File: src/rtl/bg_rom_arbiter_if.sv
// Shared background-ROM access bundle: three requesters, the ROM read port,
// and the per-requester result strobes.
interface bg_rom_arbiter_if;
    // VGA pixel fetch (one-cycle pulse)
    logic       vga_req;
    logic [7:0] vga_x;
    logic [6:0] vga_y;
    // Pac-Man collision lookup (level, held until ack)
    logic       col_req;
    logic [7:0] col_x;
    logic [6:0] col_y;
    // Ghost spawn-cell check (level, held until ack)
    logic       gh_req;
    logic [7:0] gh_x;
    logic [6:0] gh_y;
    // background_rom read port
    logic [7:0] rom_x;
    logic [6:0] rom_y;
    logic [2:0] rom_dout;
    // Handshake and results
    logic       col_ack;
    logic       gh_ack;
    logic       vga_valid;
    logic       col_valid;
    logic       gh_valid;
    logic [2:0] vga_color;
    logic       col_wall;
    logic       gh_wall;
    logic       starve_err;

    // System side: requesters plus the ROM data return
    modport master (
        output vga_req, vga_x, vga_y,
        output col_req, col_x, col_y,
        output gh_req, gh_x, gh_y,
        output rom_dout,
        input  rom_x, rom_y,
        input  col_ack, gh_ack,
        input  vga_valid, col_valid, gh_valid,
        input  vga_color, col_wall, gh_wall,
        input  starve_err
    );

    // Arbiter side
    modport slave (
        input  vga_req, vga_x, vga_y,
        input  col_req, col_x, col_y,
        input  gh_req, gh_x, gh_y,
        input  rom_dout,
        output rom_x, rom_y,
        output col_ack, gh_ack,
        output vga_valid, col_valid, gh_valid,
        output vga_color, col_wall, gh_wall,
        output starve_err
    );
endinterface

File: src/rtl/bg_rom_arbiter.sv
// bg_rom_arbiter: time-multiplexes one background_rom read port among the
// VGA pixel fetch, the Pac-Man collision lookup and the ghost spawn check.
// VGA has absolute priority; col/gh share the rest round-robin. A tag
// pipeline as deep as the ROM latency routes each returning word to its
// requester.
module bg_rom_arbiter #(
    parameter int         ROM_LAT    = 1,
    parameter logic [2:0] WALL_COLOR = 3'd1,
    parameter int         MAX_WAIT   = 15
) (
    input  logic            CLOCK_50,
    input  logic            reset,
    bg_rom_arbiter_if.slave bus
);
    localparam int                WAIT_W     = $clog2(MAX_WAIT + 2);
    localparam logic [WAIT_W-1:0] WAIT_LIMIT = WAIT_W'(MAX_WAIT);

    typedef enum logic [1:0] {TAG_NONE, TAG_VGA, TAG_COL, TAG_GH} tag_t;
    typedef enum logic {LG_COL, LG_GH} last_t;

    function automatic logic [WAIT_W-1:0] sat_inc(input logic [WAIT_W-1:0] cnt);
        if (cnt == {WAIT_W{1'b1}}) return cnt;
        return cnt + WAIT_W'(1);
    endfunction

    function automatic logic is_wall(input logic [2:0] color);
        return color == WALL_COLOR;
    endfunction

    tag_t              issue_tag;
    tag_t              tag_p [ROM_LAT];
    tag_t              tag_out;
    last_t             last_grant;
    logic [7:0]        rom_x_q;
    logic [6:0]        rom_y_q;
    logic [7:0]        rom_x_c;
    logic [6:0]        rom_y_c;
    logic [WAIT_W-1:0] col_wait;
    logic [WAIT_W-1:0] gh_wait;
    logic              col_wait_over;
    logic              gh_wait_over;
    logic [2:0]        vga_color_q;
    logic              col_wall_q;
    logic              gh_wall_q;
    logic              starve_q;

    // Choose this cycle's ROM user; nothing is granted while reset is held.
    always_comb begin
        issue_tag = TAG_NONE;
        if (reset) begin
            if (bus.vga_req)
                issue_tag = TAG_VGA;
            else if (bus.col_req && bus.gh_req)
                issue_tag = (last_grant == LG_GH) ? TAG_COL : TAG_GH;
            else if (bus.col_req)
                issue_tag = TAG_COL;
            else if (bus.gh_req)
                issue_tag = TAG_GH;
        end
    end

    // Route the winner's address to the ROM; idle cycles keep the last address.
    always_comb begin
        rom_x_c = rom_x_q;
        rom_y_c = rom_y_q;
        case (issue_tag)
            TAG_VGA: begin rom_x_c = bus.vga_x; rom_y_c = bus.vga_y; end
            TAG_COL: begin rom_x_c = bus.col_x; rom_y_c = bus.col_y; end
            TAG_GH:  begin rom_x_c = bus.gh_x;  rom_y_c = bus.gh_y;  end
            default: ;
        endcase
    end

    assign tag_out       = tag_p[ROM_LAT-1];
    assign bus.rom_x     = rom_x_c;
    assign bus.rom_y     = rom_y_c;
    assign bus.col_ack   = (issue_tag == TAG_COL);
    assign bus.gh_ack    = (issue_tag == TAG_GH);
    assign bus.vga_valid = (tag_out == TAG_VGA);
    assign bus.col_valid = (tag_out == TAG_COL);
    assign bus.gh_valid  = (tag_out == TAG_GH);
    // Results show rom_dout directly in the valid cycle, then hold it.
    assign bus.vga_color  = bus.vga_valid ? bus.rom_dout : vga_color_q;
    assign bus.col_wall   = bus.col_valid ? is_wall(bus.rom_dout) : col_wall_q;
    assign bus.gh_wall    = bus.gh_valid  ? is_wall(bus.rom_dout) : gh_wall_q;
    assign bus.starve_err = starve_q;

    assign col_wait_over = bus.col_req && !bus.col_ack && (sat_inc(col_wait) > WAIT_LIMIT);
    assign gh_wait_over  = bus.gh_req  && !bus.gh_ack  && (sat_inc(gh_wait)  > WAIT_LIMIT);

    // Issue stage -> tag stage 0: advance tags, remember address and round-robin owner.
    always_ff @(posedge CLOCK_50 or negedge reset) begin
        if (!reset) begin
            for (int i = 0; i < ROM_LAT; i++) tag_p[i] <= TAG_NONE;
            last_grant <= LG_GH;
            rom_x_q    <= '0;
            rom_y_q    <= '0;
        end else begin
            tag_p[0] <= issue_tag;
            for (int i = 1; i < ROM_LAT; i++) tag_p[i] <= tag_p[i-1];
            if (issue_tag == TAG_COL) last_grant <= LG_COL;
            if (issue_tag == TAG_GH)  last_grant <= LG_GH;
            rom_x_q <= rom_x_c;
            rom_y_q <= rom_y_c;
        end
    end

    // Last tag stage -> result hold: capture the returning word for its owner.
    always_ff @(posedge CLOCK_50 or negedge reset) begin
        if (!reset) begin
            vga_color_q <= '0;
            col_wall_q  <= 1'b0;
            gh_wall_q   <= 1'b0;
        end else begin
            if (bus.vga_valid) vga_color_q <= bus.rom_dout;
            if (bus.col_valid) col_wall_q  <= is_wall(bus.rom_dout);
            if (bus.gh_valid)  gh_wall_q   <= is_wall(bus.rom_dout);
        end
    end

    // Count cycles each low-priority requester waits; flag starvation stickily.
    always_ff @(posedge CLOCK_50 or negedge reset) begin
        if (!reset) begin
            col_wait <= '0;
            gh_wait  <= '0;
            starve_q <= 1'b0;
        end else begin
            if (!bus.col_req || bus.col_ack) col_wait <= '0;
            else                             col_wait <= sat_inc(col_wait);
            if (!bus.gh_req || bus.gh_ack)   gh_wait  <= '0;
            else                             gh_wait  <= sat_inc(gh_wait);
            if (col_wait_over || gh_wait_over) starve_q <= 1'b1;
        end
    end
endmodule
File: src/flat_wrapper.sv
// flat-port wrapper written by rule: the top's interface ports become plain ports
module bg_rom_arbiter_flat 
#(
    parameter int         ROM_LAT    = 1,
    parameter logic [2:0] WALL_COLOR = 3'd1,
    parameter int         MAX_WAIT   = 15
)
  (CLOCK_50, reset, bus_vga_req, bus_vga_x, bus_vga_y, bus_col_req, bus_col_x, bus_col_y, bus_gh_req, bus_gh_x, bus_gh_y, bus_rom_dout, bus_rom_x, bus_rom_y, bus_col_ack, bus_gh_ack, bus_vga_valid, bus_col_valid, bus_gh_valid, bus_vga_color, bus_col_wall, bus_gh_wall, bus_starve_err);
  bg_rom_arbiter_if bus_i ();
  input  logic CLOCK_50;
  input  logic reset;
  input wire logic [$bits(bus_i.vga_req)-1:0] bus_vga_req;
  input wire logic [$bits(bus_i.vga_x)-1:0] bus_vga_x;
  input wire logic [$bits(bus_i.vga_y)-1:0] bus_vga_y;
  input wire logic [$bits(bus_i.col_req)-1:0] bus_col_req;
  input wire logic [$bits(bus_i.col_x)-1:0] bus_col_x;
  input wire logic [$bits(bus_i.col_y)-1:0] bus_col_y;
  input wire logic [$bits(bus_i.gh_req)-1:0] bus_gh_req;
  input wire logic [$bits(bus_i.gh_x)-1:0] bus_gh_x;
  input wire logic [$bits(bus_i.gh_y)-1:0] bus_gh_y;
  input wire logic [$bits(bus_i.rom_dout)-1:0] bus_rom_dout;
  output wire logic [$bits(bus_i.rom_x)-1:0] bus_rom_x;
  output wire logic [$bits(bus_i.rom_y)-1:0] bus_rom_y;
  output wire logic [$bits(bus_i.col_ack)-1:0] bus_col_ack;
  output wire logic [$bits(bus_i.gh_ack)-1:0] bus_gh_ack;
  output wire logic [$bits(bus_i.vga_valid)-1:0] bus_vga_valid;
  output wire logic [$bits(bus_i.col_valid)-1:0] bus_col_valid;
  output wire logic [$bits(bus_i.gh_valid)-1:0] bus_gh_valid;
  output wire logic [$bits(bus_i.vga_color)-1:0] bus_vga_color;
  output wire logic [$bits(bus_i.col_wall)-1:0] bus_col_wall;
  output wire logic [$bits(bus_i.gh_wall)-1:0] bus_gh_wall;
  output wire logic [$bits(bus_i.starve_err)-1:0] bus_starve_err;
  assign bus_i.vga_req = bus_vga_req;
  assign bus_i.vga_x = bus_vga_x;
  assign bus_i.vga_y = bus_vga_y;
  assign bus_i.col_req = bus_col_req;
  assign bus_i.col_x = bus_col_x;
  assign bus_i.col_y = bus_col_y;
  assign bus_i.gh_req = bus_gh_req;
  assign bus_i.gh_x = bus_gh_x;
  assign bus_i.gh_y = bus_gh_y;
  assign bus_i.rom_dout = bus_rom_dout;
  assign bus_rom_x = bus_i.rom_x;
  assign bus_rom_y = bus_i.rom_y;
  assign bus_col_ack = bus_i.col_ack;
  assign bus_gh_ack = bus_i.gh_ack;
  assign bus_vga_valid = bus_i.vga_valid;
  assign bus_col_valid = bus_i.col_valid;
  assign bus_gh_valid = bus_i.gh_valid;
  assign bus_vga_color = bus_i.vga_color;
  assign bus_col_wall = bus_i.col_wall;
  assign bus_gh_wall = bus_i.gh_wall;
  assign bus_starve_err = bus_i.starve_err;
  bg_rom_arbiter #(.ROM_LAT(ROM_LAT), .WALL_COLOR(WALL_COLOR), .MAX_WAIT(MAX_WAIT)) u_core (.CLOCK_50(CLOCK_50), .reset(reset), .bus(bus_i));
endmodule
File: config.mk
export PLATFORM = sky130hd
export DESIGN_NAME = bg_rom_arbiter_flat
export DESIGN_NICKNAME = d
export VERILOG_FILES = /design/src/rtl/bg_rom_arbiter_if.sv /design/src/rtl/bg_rom_arbiter.sv /design/src/flat_wrapper.sv
export SDC_FILE = /design/constraint.sdc
export NUM_CORES = 1
export LEC_CHECK = 0
export CELL_PAD_IN_SITES_DETAIL_PLACEMENT = 1
export CELL_PAD_IN_SITES_GLOBAL_PLACEMENT = 1
export CORE_AREA = 2 2 82 84
export DETAILED_ROUTE_END_ITERATION = 8
export DIE_AREA = 0 0 84 86
export MAX_ROUTING_LAYER = met4
export PLACE_DENSITY_LB_ADDON = 0.1
export SYNTH_ARGS = -nofsm -noshare
export SYNTH_HDL_FRONTEND = slang
export SYNTH_SLANG_ARGS = --single-unit
File: constraint.sdc
create_clock -name CLOCK_50 -period 2 [get_ports CLOCK_50]
set_clock_uncertainty 0.05 [all_clocks]
set_input_delay 0.3 -clock CLOCK_50 [delete_from_list [all_inputs] [get_ports CLOCK_50]]
set_output_delay 0.3 -clock CLOCK_50 [all_outputs]
set_load 0.01 [all_outputs]
==> metrics.cfg, run 1 <==
[timing]
period_share_pct = 101
slew_violations = 0
rsz0062_at_grt = true
worst_slack_ns = -0.0126
setup_violations = 4
final_hold_viol_count = 0
holdWs_ns = 0.107
max_freq_mhz = 497
tightest_slew_ns = 0.397
finalCriticalPeriod_ns = 2.01
max-slew-margin-rel_pct = 73.5

[global_routing]
grt_pass1_vias = 2133
antenna_found_initial = 0
grt-ovfl-total = 0
grt_max_degree = 25
grtUsageTotal_pct = 19.2
grt_pass1_wl_um = 10500

[run_status]
violations = negative setup slack
outcome = finished with violations

[worst_setup_path]
worstPathArrival_ns = 1.66
reg2regPathDepth = 4
path_cells = nor2b_2 > buf_6 > o311ai_4 > o22a_1 > buf_2
timing.rr.start = u_core.gh_wait[0]$_DFF_PN0_
cp_max_fo = 8
rrSetupSlack_ns = 0.41
cpPeakStageDelay_ns = 0.61
cp-end-kind = output port
startpoint_type = flop
crit_start = u_core.last_grant$_DFFE_PN1P_
crit_type = reg -> out
cp_slowest_cell = dfstp_2
rr_endpoint = u_core.bus.starve_err$_DFFE_PN0P_
required_ns = 1.65

[detailed_routing]
via_count = 1943
wl_met3_um = 221
drtIter0Drc = 43
met2RoutedLength_um = 3470
ant_nets = 0
wl_per_cell_um = 17.0
dr.pass1.iters = 4
vias_per_cell = 5.03
wl_met1_um = 2820
routed_wirelength_um = 6580
drc = 0
dr.max_layer_used = met4

[clock_network]
clock-sinks = 34
root_buffer = clkbuf_8
cts_tree = done
path_clk_slew_ns = 0.08
cts_buffers = 5
insertion_delay_ns = 0.29
cts_buffer_depth = 2
htreeDepth = 2

[floorplanning]
floorplan.initialDensity_pct = 31.1
die_h_um = 86
io_pins = 79
rows = 29
core-area_um2 = 6280
die_x_um = 84
die_area_um2 = 7220

[logic_synthesis]
ys_seq_area_share_pct = 43.7
async_flop_share_pct = 100
synth-seq-cells = 34
synth_warnings = 0
avgSynthCellArea_um2 = 10.2
synth_nets = 246
postSynthCellCount = 191
synthesis.area_um2 = 1950
synth_edf_count = 0
synth-main-ff-cell = dfrtp_1
netlist-cell-type-count = 41

[pwr]
power.density_nw_per_um2 = 666
swShare_pct = 27.8
p_clk_share_pct = 35.2
p_leak_nw = 1.51
power_switching_mw = 0.624
intPower_mw = 1.62
pwr-share-seq_pct = 35.6
p_comb_share_pct = 29.2
ir_worst_vdd_uv = 334

[finish]
diodes = 0
fillers = 725
area_delta_synth_final_pct = 72.4
drive_gt1_share_pct = 35.0
multiInputGateArea_um2 = 1130
instances_no_fill = 386
utilization_pct = 53.6
seq_area_um2 = 852
fin_nets = 363

[hold_path]
hp-class = in -> async

[place]
post-place-ws_ns = -0.588
dp_hpwl_um = 4580
gp_congestion = 0.774
portBuffers = 78
placed_cells = 367

[flow_run]
max-cap-violations = 0

synth_stat cells, types with 2 or more instances:
cell      instances  area, um2
nand2b_1          2       12.5
a21oi_1           5       25.0
buf_4             2       15.0
a41oi_1           6       52.6
and2_1            2       12.5
a221oi_1          8       70.1
clkbuf_1          4       15.0
dfrtp_1          33        826
xor2_1            2       17.5
mux2i_1           2       20.0
a211o_1           6       52.6
o21ai_0           2       10.0
nand2_1          16       60.1
nor2b_1           3       18.8
buf_6             6       67.6
o22a_1            8       70.1
buf_2             2       10.0
o311ai_1          7       61.3
mux2_2            5       56.3
inv_1            24       90.1
xnor2_1           4       35.0
nand3_1           2       10.0
nand4_1          10       62.6
a31oi_1           2       12.5
ha_1              2       25.0
nor2_1           11       41.3
per-layer routing:
metal  global-route usage [%]  up-vias
li1                         -      932
met1                     21.7      964
met2                     34.8       41
met3                     3.37        6
met4                     5.72        0
met5                        -        -
power by group through the flow:
stage	logic [mW]	clock network [mW]	registers [mW]
after floorplan	0.269	0	0.801
after global placement	0.609	0	0.806
after detailed placement	0.615	0	0.809
after CTS	0.629	0.800	0.797
after global routing	0.705	0.834	0.806
final	0.655	0.788	0.797
area by class of cell:
cell class | instances | share of cell area, %
clock buffer | 5 | 2.05
timing repair buffer | 122 | 31.5
tap | 77 | 2.86
clock inverter | 3 | 2.05
multi-input combinational | 121 | 33.6
sequential | 34 | 25.3
inverter | 24 | 2.68
sequential cells by signal (all words and copies together) (netlist names):
signal,flops
u_core.rom_x_q,8
u_core.rom_y_q,7
u_core.col_wait,5
u_core.gh_wait,5
u_core.vga_color_q,3
u_core.tag_out,2
u_core.bus.starve_err,1
u_core.col_wall_q,1
u_core.gh_wall_q,1
u_core.last_grant,1
how the worst max path moves through the flow:
stage,depth (start not counted),slack (ns),to
floorplan,4,0.40,bus_rom_x[1]
global placement,7,-0.57,bus_rom_x[4]
detailed placement,7,-0.59,bus_rom_x[4]
CTS,5,-0.001,bus_rom_x[6]
global route,5,-0.1,bus_rom_y[4]
finish,5,-0.01,bus_rom_y[4]
critical path, delay by kind of cell, from the launching register on:
| kind | cells | cell delay (ns) |
|---|---|---|
| DFF | 1 | 0.61 |
| buffers and inverters | 2 | 0.29 |
| AOI/OAI and AO/OA | 2 | 0.41 |
| and+or+nand+nor | 1 | 0.07 |
cell usage in the layout (no fill, tap or decap), types with 3 or more instances in the layout:
cell type,synthesis,layout
nand4_1,10,10
o311ai_4,0,4
nand2_1,16,15
buf_4,2,36
nor2b_2,0,3
a21oi_1,5,5
buf_2,2,17
buf_6,6,4
a211o_1,6,6
nor2_1,11,11
a41oi_2,1,7
a221oi_1,8,4
clkdlybuf4s50_1,0,52
o311ai_2,1,4
dlygate4sd2_1,0,10
o22a_1,8,8
clkbuf_8,0,5
inv_1,24,24
dfrtp_1,33,33
xnor2_1,4,4
a221oi_2,0,4
mux2_2,5,5
what timing repair did:
item | 4_1_cts | 5_1_grt
gates cloned | 3 | 0
hold endpoints to repair | 1 | 1
resized for setup | 101 | 4
pin swaps | 25 | 10
buffers inserted | 3 | 4
setup endpoints to repair | 22 | 16
logic make-up after synthesis:
group / synth area share (%)
AOI/OAI and AO/OA: 24.2
and+or+nand+nor: 14.0
buffers and inverters: 10.1
DFF: 43.7
muxes: 3.91
xor gates and xnor gates: 2.69
adders and majority gates: 1.28
metrics by stage:
stage	total power [mW]	TNS [ns]	area, um2
floorplan	1.07	0	1950
global placement	1.41	-8.73	3000
detailed placement	1.42	-9.07	3000
CTS	2.23	-0.00122	3290
global route	2.35	-0.895	3360
finish	2.24	-0.0231	3360
Power figures use the tool's default switching activity.
==> inputs of run 2 (changes only) <==
--- a/config.mk
+++ b/config.mk
@@ -12,6 +12,7 @@
 export DIE_AREA = 0 0 84 86
 export MAX_ROUTING_LAYER = met4
 export PLACE_DENSITY_LB_ADDON = 0.1
+export SKIP_CTS_REPAIR_TIMING = 1
 export SYNTH_ARGS = -nofsm -noshare
 export SYNTH_HDL_FRONTEND = slang
 export SYNTH_SLANG_ARGS = --single-unit
==> run 2 against run 1 <==
The flow still finishes with violations (negative setup slack). Routed wire length rose by 1.9%. Critical path depth did not move. Maximum frequency fell by 2.2%. First-iteration DRC count rose by 14%. Sequential cell count did not move. Critical path type unchanged. Critical endpoint is now bus_rom_y[0]. Highest routed layer unchanged.
==> metrics.cfg, run 2 (synthesis gave the netlist of run 1 again) <==
[timing]
rsz0062_at_grt = true
finalSetupTns_ns = -0.375  ; -0.352 ns
final_hold_viol_count = 0  ; unchanged
finalCriticalPeriod_ns = 2.06  ; +0.0458 ns
slew_violations = 0  ; unchanged
period_share_pct = 103  ; +2.3 points
worst_slack_ns = -0.0584  ; -0.0458 ns
max-slew-margin-rel_pct = 71.6  ; -1.9 points
max_freq_mhz = 486  ; -2.2%
tightest_slew_ns = 0.426  ; +0.0291 ns
setup_violations = 9  ; +5

[detailed_routing]
dr.pass1.iters = 4  ; unchanged
vias_per_cell = 5.04  ; about the same
drc = 0  ; unchanged
routed_wirelength_um = 6700  ; +1.9%
via_count = 1965  ; +1.1%
ant_nets = 0  ; unchanged
drtIter0Drc = 49  ; +14%
wl_per_cell_um = 17.2  ; +0.82%

[pwr]
ir_worst_vdd_uv = 341  ; +2.0%
p_leak_nw = 1.63  ; +8.5%
power.density_nw_per_um2 = 655  ; -1.6%

[worst_setup_path]
crit_type = reg -> out
timing.rr.start = u_core.gh_wait[0]$_DFF_PN0_
startpoint_type = flop
rr_endpoint = u_core.bus.starve_err$_DFFE_PN0P_
reg2regPathDepth = 4  ; unchanged
cp_max_fo = 8  ; unchanged
required_ns = 1.65  ; about the same
worstPathArrival_ns = 1.71  ; +0.05 ns
rrSetupSlack_ns = 0.41  ; about the same
cp-end-kind = output port

[floorplanning]
die_x_um = 84  ; unchanged
floorplan.initialDensity_pct = 31.1  ; unchanged
rows = 29  ; unchanged
io_pins = 79  ; unchanged
die_area_um2 = 7220  ; unchanged
die_h_um = 86  ; unchanged
core-area_um2 = 6280  ; unchanged

[finish]
drive_gt1_share_pct = 35.8  ; +0.83 points
fin_nets = 367  ; +1.1%
reg_top3 = u_core.rom_x_q: 8 flops, u_core.rom_y_q: 7 flops
utilization_pct = 55.2  ; +1.6 points
layout_common_cells = clkdlybuf4s50_1 (52), buf_4 (41), dfrtp_1 (33)
largest_reg_flops = 8  ; unchanged
diodes = 0  ; unchanged
area_delta_synth_final_pct = 77.6
top_register = u_core.rom_x_q
final_common_cell = clkdlybuf4s50_1

[global_routing]
grt_pass1_vias = 2076  ; -2.7%
antenna_found_initial = 0  ; unchanged
grt-ovfl-total = 0  ; unchanged
grtUsageTotal_pct = 18.0  ; -1.2 points
grt_pass1_wl_um = 10000  ; -4.7%
grt_max_degree = 25  ; unchanged

[clock_network]
htreeDepth = 2  ; unchanged
clock-sinks = 34  ; unchanged
cts_buffers = 5  ; unchanged
root_buffer = clkbuf_8
cts_tree = done
insertion_delay_ns = 0.29  ; about the same
cts_buffer_depth = 2  ; unchanged
path_clk_slew_ns = 0.08  ; about the same

[run_status]
violations = negative setup slack
outcome = finished with violations

[place]
gp_congestion = 0.774  ; unchanged
portBuffers = 78  ; unchanged
dp_hpwl_um = 4580  ; unchanged

[hold_path]
hp-class = in -> async

[flow_run]
max-cap-violations = 0  ; unchanged

## run 2: changes by cell type in the layout (fill, tap and decap cells not counted), moves of 2 or more
cell	before	now
dlygate4sd2_1	10	0
o311ai_2	4	1
a221oi_1	4	7
a221oi_2	4	1
nor2_2	0	2
nor2_1	11	9
dlymetal6s2s_1	0	10
o311ai_4	4	7
buf_4	36	41
## run 2: worst max-delay path: stages, from the launching register on
cell	delay, ns
dfstp_2	0.60
nor2b_2	0.07
buf_8	0.16
o311ai_2	0.26
o22a_1	0.18
buf_2	0.13
## run 2: report_power, final
part           leakage (nW)  total [mW]  internal, mW  switching (mW)
logic                  1.15       0.688         0.380           0.309
clock network        0.0683       0.782         0.500           0.282
registers             0.416       0.798         0.763          0.0357
## run 2: per-layer routing
| layer | track usage (%) | part of all wire [%] |
|---|---|---|
| met1 | 21.0 | 41 |
| met2 | 31.5 | 55 |
| met3 | 3.18 | 3.2 |
| met4 | 5.87 | 1.4 |
| met5 | - | 0 |
## run 2: worst max path at each step
stage | from | endpoint | slack (ns) | depth (start not counted)
floorplan | u_core.last_grant$_DFFE_PN1P_ | bus_rom_x[1] | 0.40 | 4
global placement | bus_col_req | bus_rom_x[4] | -0.57 | 7
detailed placement | bus_col_req | bus_rom_x[4] | -0.59 | 7
CTS | bus_col_req | bus_rom_y[1] | -0.59 | 6
global route | u_core.last_grant$_DFFE_PN1P_ | bus_rom_x[2] | -0.13 | 5
finish | u_core.last_grant$_DFFE_PN1P_ | bus_rom_y[0] | -0.06 | 5
## run 2: area by class of cell
type,instances,area (um2)
Multi-Input combinational cell,120,1140
Tap cell,77,96.3
Sequential cell,34,852
Timing Repair Buffer,127,1140
Inverter,24,90.1
Clock inverter,3,68.8
Clock buffer,5,68.8
Fill cell,712,2810
## run 2: through the flow
step	hold slack [ns]	cell area [um2]	worst slack [ns]	instances	power, mW
4_1_cts	-0.0525	3140	-0.588	375	2.21
5_1_grt	0.153	3460	-0.125	390	2.38
3_3_place_gp	0.260	3000	-0.573	367	1.41
6_report	0.122	3460	-0.0584	390	2.27
2_1_floorplan	-0.0456	1950	0.397	191	1.07
3_5_place_dp	0.269	3000	-0.588	367	1.42
==> inputs of run 3 (changes only) <==
--- a/config.mk
+++ b/config.mk
@@ -7,9 +7,9 @@
 export LEC_CHECK = 0
 export CELL_PAD_IN_SITES_DETAIL_PLACEMENT = 1
 export CELL_PAD_IN_SITES_GLOBAL_PLACEMENT = 1
-export CORE_AREA = 2 2 82 84
+export CORE_AREA = 2 2 86 88
 export DETAILED_ROUTE_END_ITERATION = 8
-export DIE_AREA = 0 0 84 86
+export DIE_AREA = 0 0 88 90
 export MAX_ROUTING_LAYER = met4
 export PLACE_DENSITY_LB_ADDON = 0.1
 export SKIP_CTS_REPAIR_TIMING = 1
==> constraint.sdc (replaced) <==
create_clock -name CLOCK_50 -period 1.7 [get_ports CLOCK_50]
set_clock_uncertainty 0.05 [all_clocks]
set_input_delay 0.255 -clock CLOCK_50 [delete_from_list [all_inputs] [get_ports CLOCK_50]]
set_output_delay 0.255 -clock CLOCK_50 [all_outputs]
set_load 0.01 [all_outputs]
==> run 3 against run 2 <==
The flow still finishes with violations (negative setup slack). Sequential share of layout area up 0.86 points. Via count down 1.5%. Die area up 9.6%. Total power up 16%. Worst hold slack better by 0.018 ns. Largest cell class unchanged. Design area down 3.4%. Non-clock buffer count down 7. Sequential power up 17%. Final cell count up 3.8%.
==> metrics.cfg, run 3 (synthesis gave the netlist of run 1 again) <==
[run_status]
outcome = finished with violations
violations = negative setup slack

[global_routing]
grt_max_degree = 19  ; -24%
grt_pass1_wl_um = 9650  ; -3.6%
grt_pass1_vias = 1992  ; -4.0%
grt-ovfl-total = 0  ; unchanged
antenna_found_initial = 0  ; unchanged
grtUsageTotal_pct = 15.9  ; -2.1 points

[detailed_routing]
dr.pass1.iters = 4  ; unchanged
via_count = 1935  ; -1.5%
routed_wirelength_um = 6320  ; -5.8%
vias_per_cell = 4.78  ; -5.2%
met2RoutedLength_um = 3080  ; -16%
drtIter0Drc = 48  ; -2.0%
wl_met1_um = 2910  ; +6.4%
drc = 0  ; unchanged
wl_per_cell_um = 15.6  ; -9.2%
ant_nets = 0  ; unchanged
dr.max_layer_used = met4
wl_met3_um = 264  ; +23%

[place]
portBuffers = 78  ; unchanged
gp_congestion = 0.755  ; -2.4%
placed_cells = 382  ; +4.1%
dp_hpwl_um = 4520  ; -1.3%

[worst_setup_path]
crit_type = reg -> out
path_buf_inv = 2  ; unchanged
cp_max_fo = 7  ; -1
startpoint_type = flop
cp-end-kind = output port
reg2regPathDepth = 4  ; unchanged
path_cells = buf_6 > a21boi_4 > a211o_1 > a41oi_2 > buf_2
required_ns = 1.39  ; -0.26 ns
crit_start = u_core.last_grant$_DFFE_PN1P_
worstPathArrival_ns = 1.66  ; -0.05 ns
worstSetupPathDepth = 5  ; unchanged
timing.rr.start = u_core.gh_wait[0]$_DFF_PN0_
rrSetupSlack_ns = 0.14  ; -0.27 ns
rr_endpoint = u_core.bus.starve_err$_DFFE_PN0P_
cp_slowest_cell = dfstp_2
cpPeakStageDelay_ns = 0.56  ; -0.04 ns
crit_end = bus_rom_y[3]
path_delay_family = flip-flops

[finish]
area_delta_synth_final_pct = 71.6
diodes = 0  ; unchanged
drive_gt1_share_pct = 35.9  ; +0.16 points
final_common_cell = clkdlybuf4s50_1
layout_common_cells = clkdlybuf4s50_1 (50), buf_4 (35), dfrtp_1 (33)
largest_reg_flops = 8  ; unchanged
fin_nets = 360  ; -1.9%
top_register = u_core.rom_x_q
reg_top3 = u_core.rom_x_q: 8 flops, u_core.rom_y_q: 7 flops
instances_no_fill = 405  ; +3.8%
fillers = 792  ; +11%

[clock_network]
htreeDepth = 2  ; unchanged
clock-sinks = 34  ; unchanged
cts_tree = done
path_clk_slew_ns = 0.07  ; about the same
root_buffer = clkbuf_8
insertion_delay_ns = 0.30  ; about the same
cts_buffers = 5  ; unchanged
cts_buffer_depth = 2  ; unchanged

[hold_path]
hp-class = in -> async

[timing]
finalCriticalPeriod_ns = 1.97
final_hold_viol_count = 0  ; unchanged
slew_violations = 0  ; unchanged
worst_slack_ns = -0.269  ; -0.211 ns
period_share_pct = 116
max-slew-margin-rel_pct = 78.3  ; +6.7 points
setup_violations = 17  ; +8
finalSetupTns_ns = -3.79  ; -3.41 ns
max_freq_mhz = 508
rsz0062_at_grt = true
holdWs_ns = 0.140  ; +0.0181 ns
tightest_slew_ns = 0.324  ; -0.102 ns

[floorplanning]
io_pins = 79  ; unchanged
die_h_um = 90  ; +4.7%
rows = 31  ; +6.9%
die_x_um = 88  ; +4.8%
die_area_um2 = 7920  ; +9.6%
floorplan.initialDensity_pct = 27.8  ; -3.3 points
core-area_um2 = 7020  ; +12%

[flow_run]
max-cap-violations = 0  ; unchanged

[pwr]
p_leak_nw = 1.55  ; -5.1%
ir_worst_vdd_uv = 393  ; +15%
totalPowerFinal_mw = 2.63  ; +16%
power.density_nw_per_um2 = 784  ; +20%

## run 3: cell types whose count changed in the layout (fill, tap and decap cells not counted), moves of 4 or more
cell | previous run | this run
buf_4 | 41 | 35
clkbuf_2 | 0 | 6
dlymetal6s2s_1 | 10 | 5
mux2_2 | 5 | 1
mux2_4 | 0 | 4
o311ai_2 | 1 | 8
o311ai_4 | 7 | 0
## run 3: metal layers
metal	GRT usage, %	vias up
met2	25.1	53
met4	4.62	0
met3	3.03	8
met5	-	-
li1	-	927
met1	20.5	947
## run 3: worst min path at each step
stage                     startpoint                                 to  slack (ns)  depth (start not counted)
after floorplan                reset  u_core.bus.starve_err$_DFFE_PN0P_       -0.09                          0
after global placement         reset        u_core.rom_x_q[6]$_DFF_PN0_        0.24                          2
after detailed placement       reset        u_core.rom_y_q[3]$_DFF_PN0_        0.23                          2
after CTS                      reset        u_core.rom_x_q[6]$_DFF_PN0_        -0.1                          2
after global routing           reset      u_core.last_grant$_DFFE_PN1P_        0.14                          2
final                          reset      u_core.last_grant$_DFFE_PN1P_        0.14                          2
## run 3: cell type report
type | instances | area, um2 | area share, %
clock buffer | 5 | 68.8 | 2.06
clock inverter | 3 | 68.8 | 2.06
inverter | 24 | 90.1 | 2.69
multi-input combinational | 120 | 1100 | 32.9
sequential | 34 | 852 | 25.5
tap | 99 | 124 | 3.70
timing repair buffer | 120 | 1040 | 31.2
## run 3: metrics by stage
step	instance area [um2]	setup slack (ns)	util, %
floorplan	1950	0.142	-
global placement	2970	-0.772	42.2
detailed placement	2970	-0.831	42.2
CTS	3100	-0.879	44.2
global route	3350	-0.336	47.7
finish	3350	-0.269	47.7
## run 3: where the power goes
group	leakage, nW	internal [mW]	switching [mW]
Combinational	1.07	0.431	0.347
Clock	0.0683	0.588	0.324
Sequential	0.416	0.897	0.0380
Total	1.55	1.92	0.709
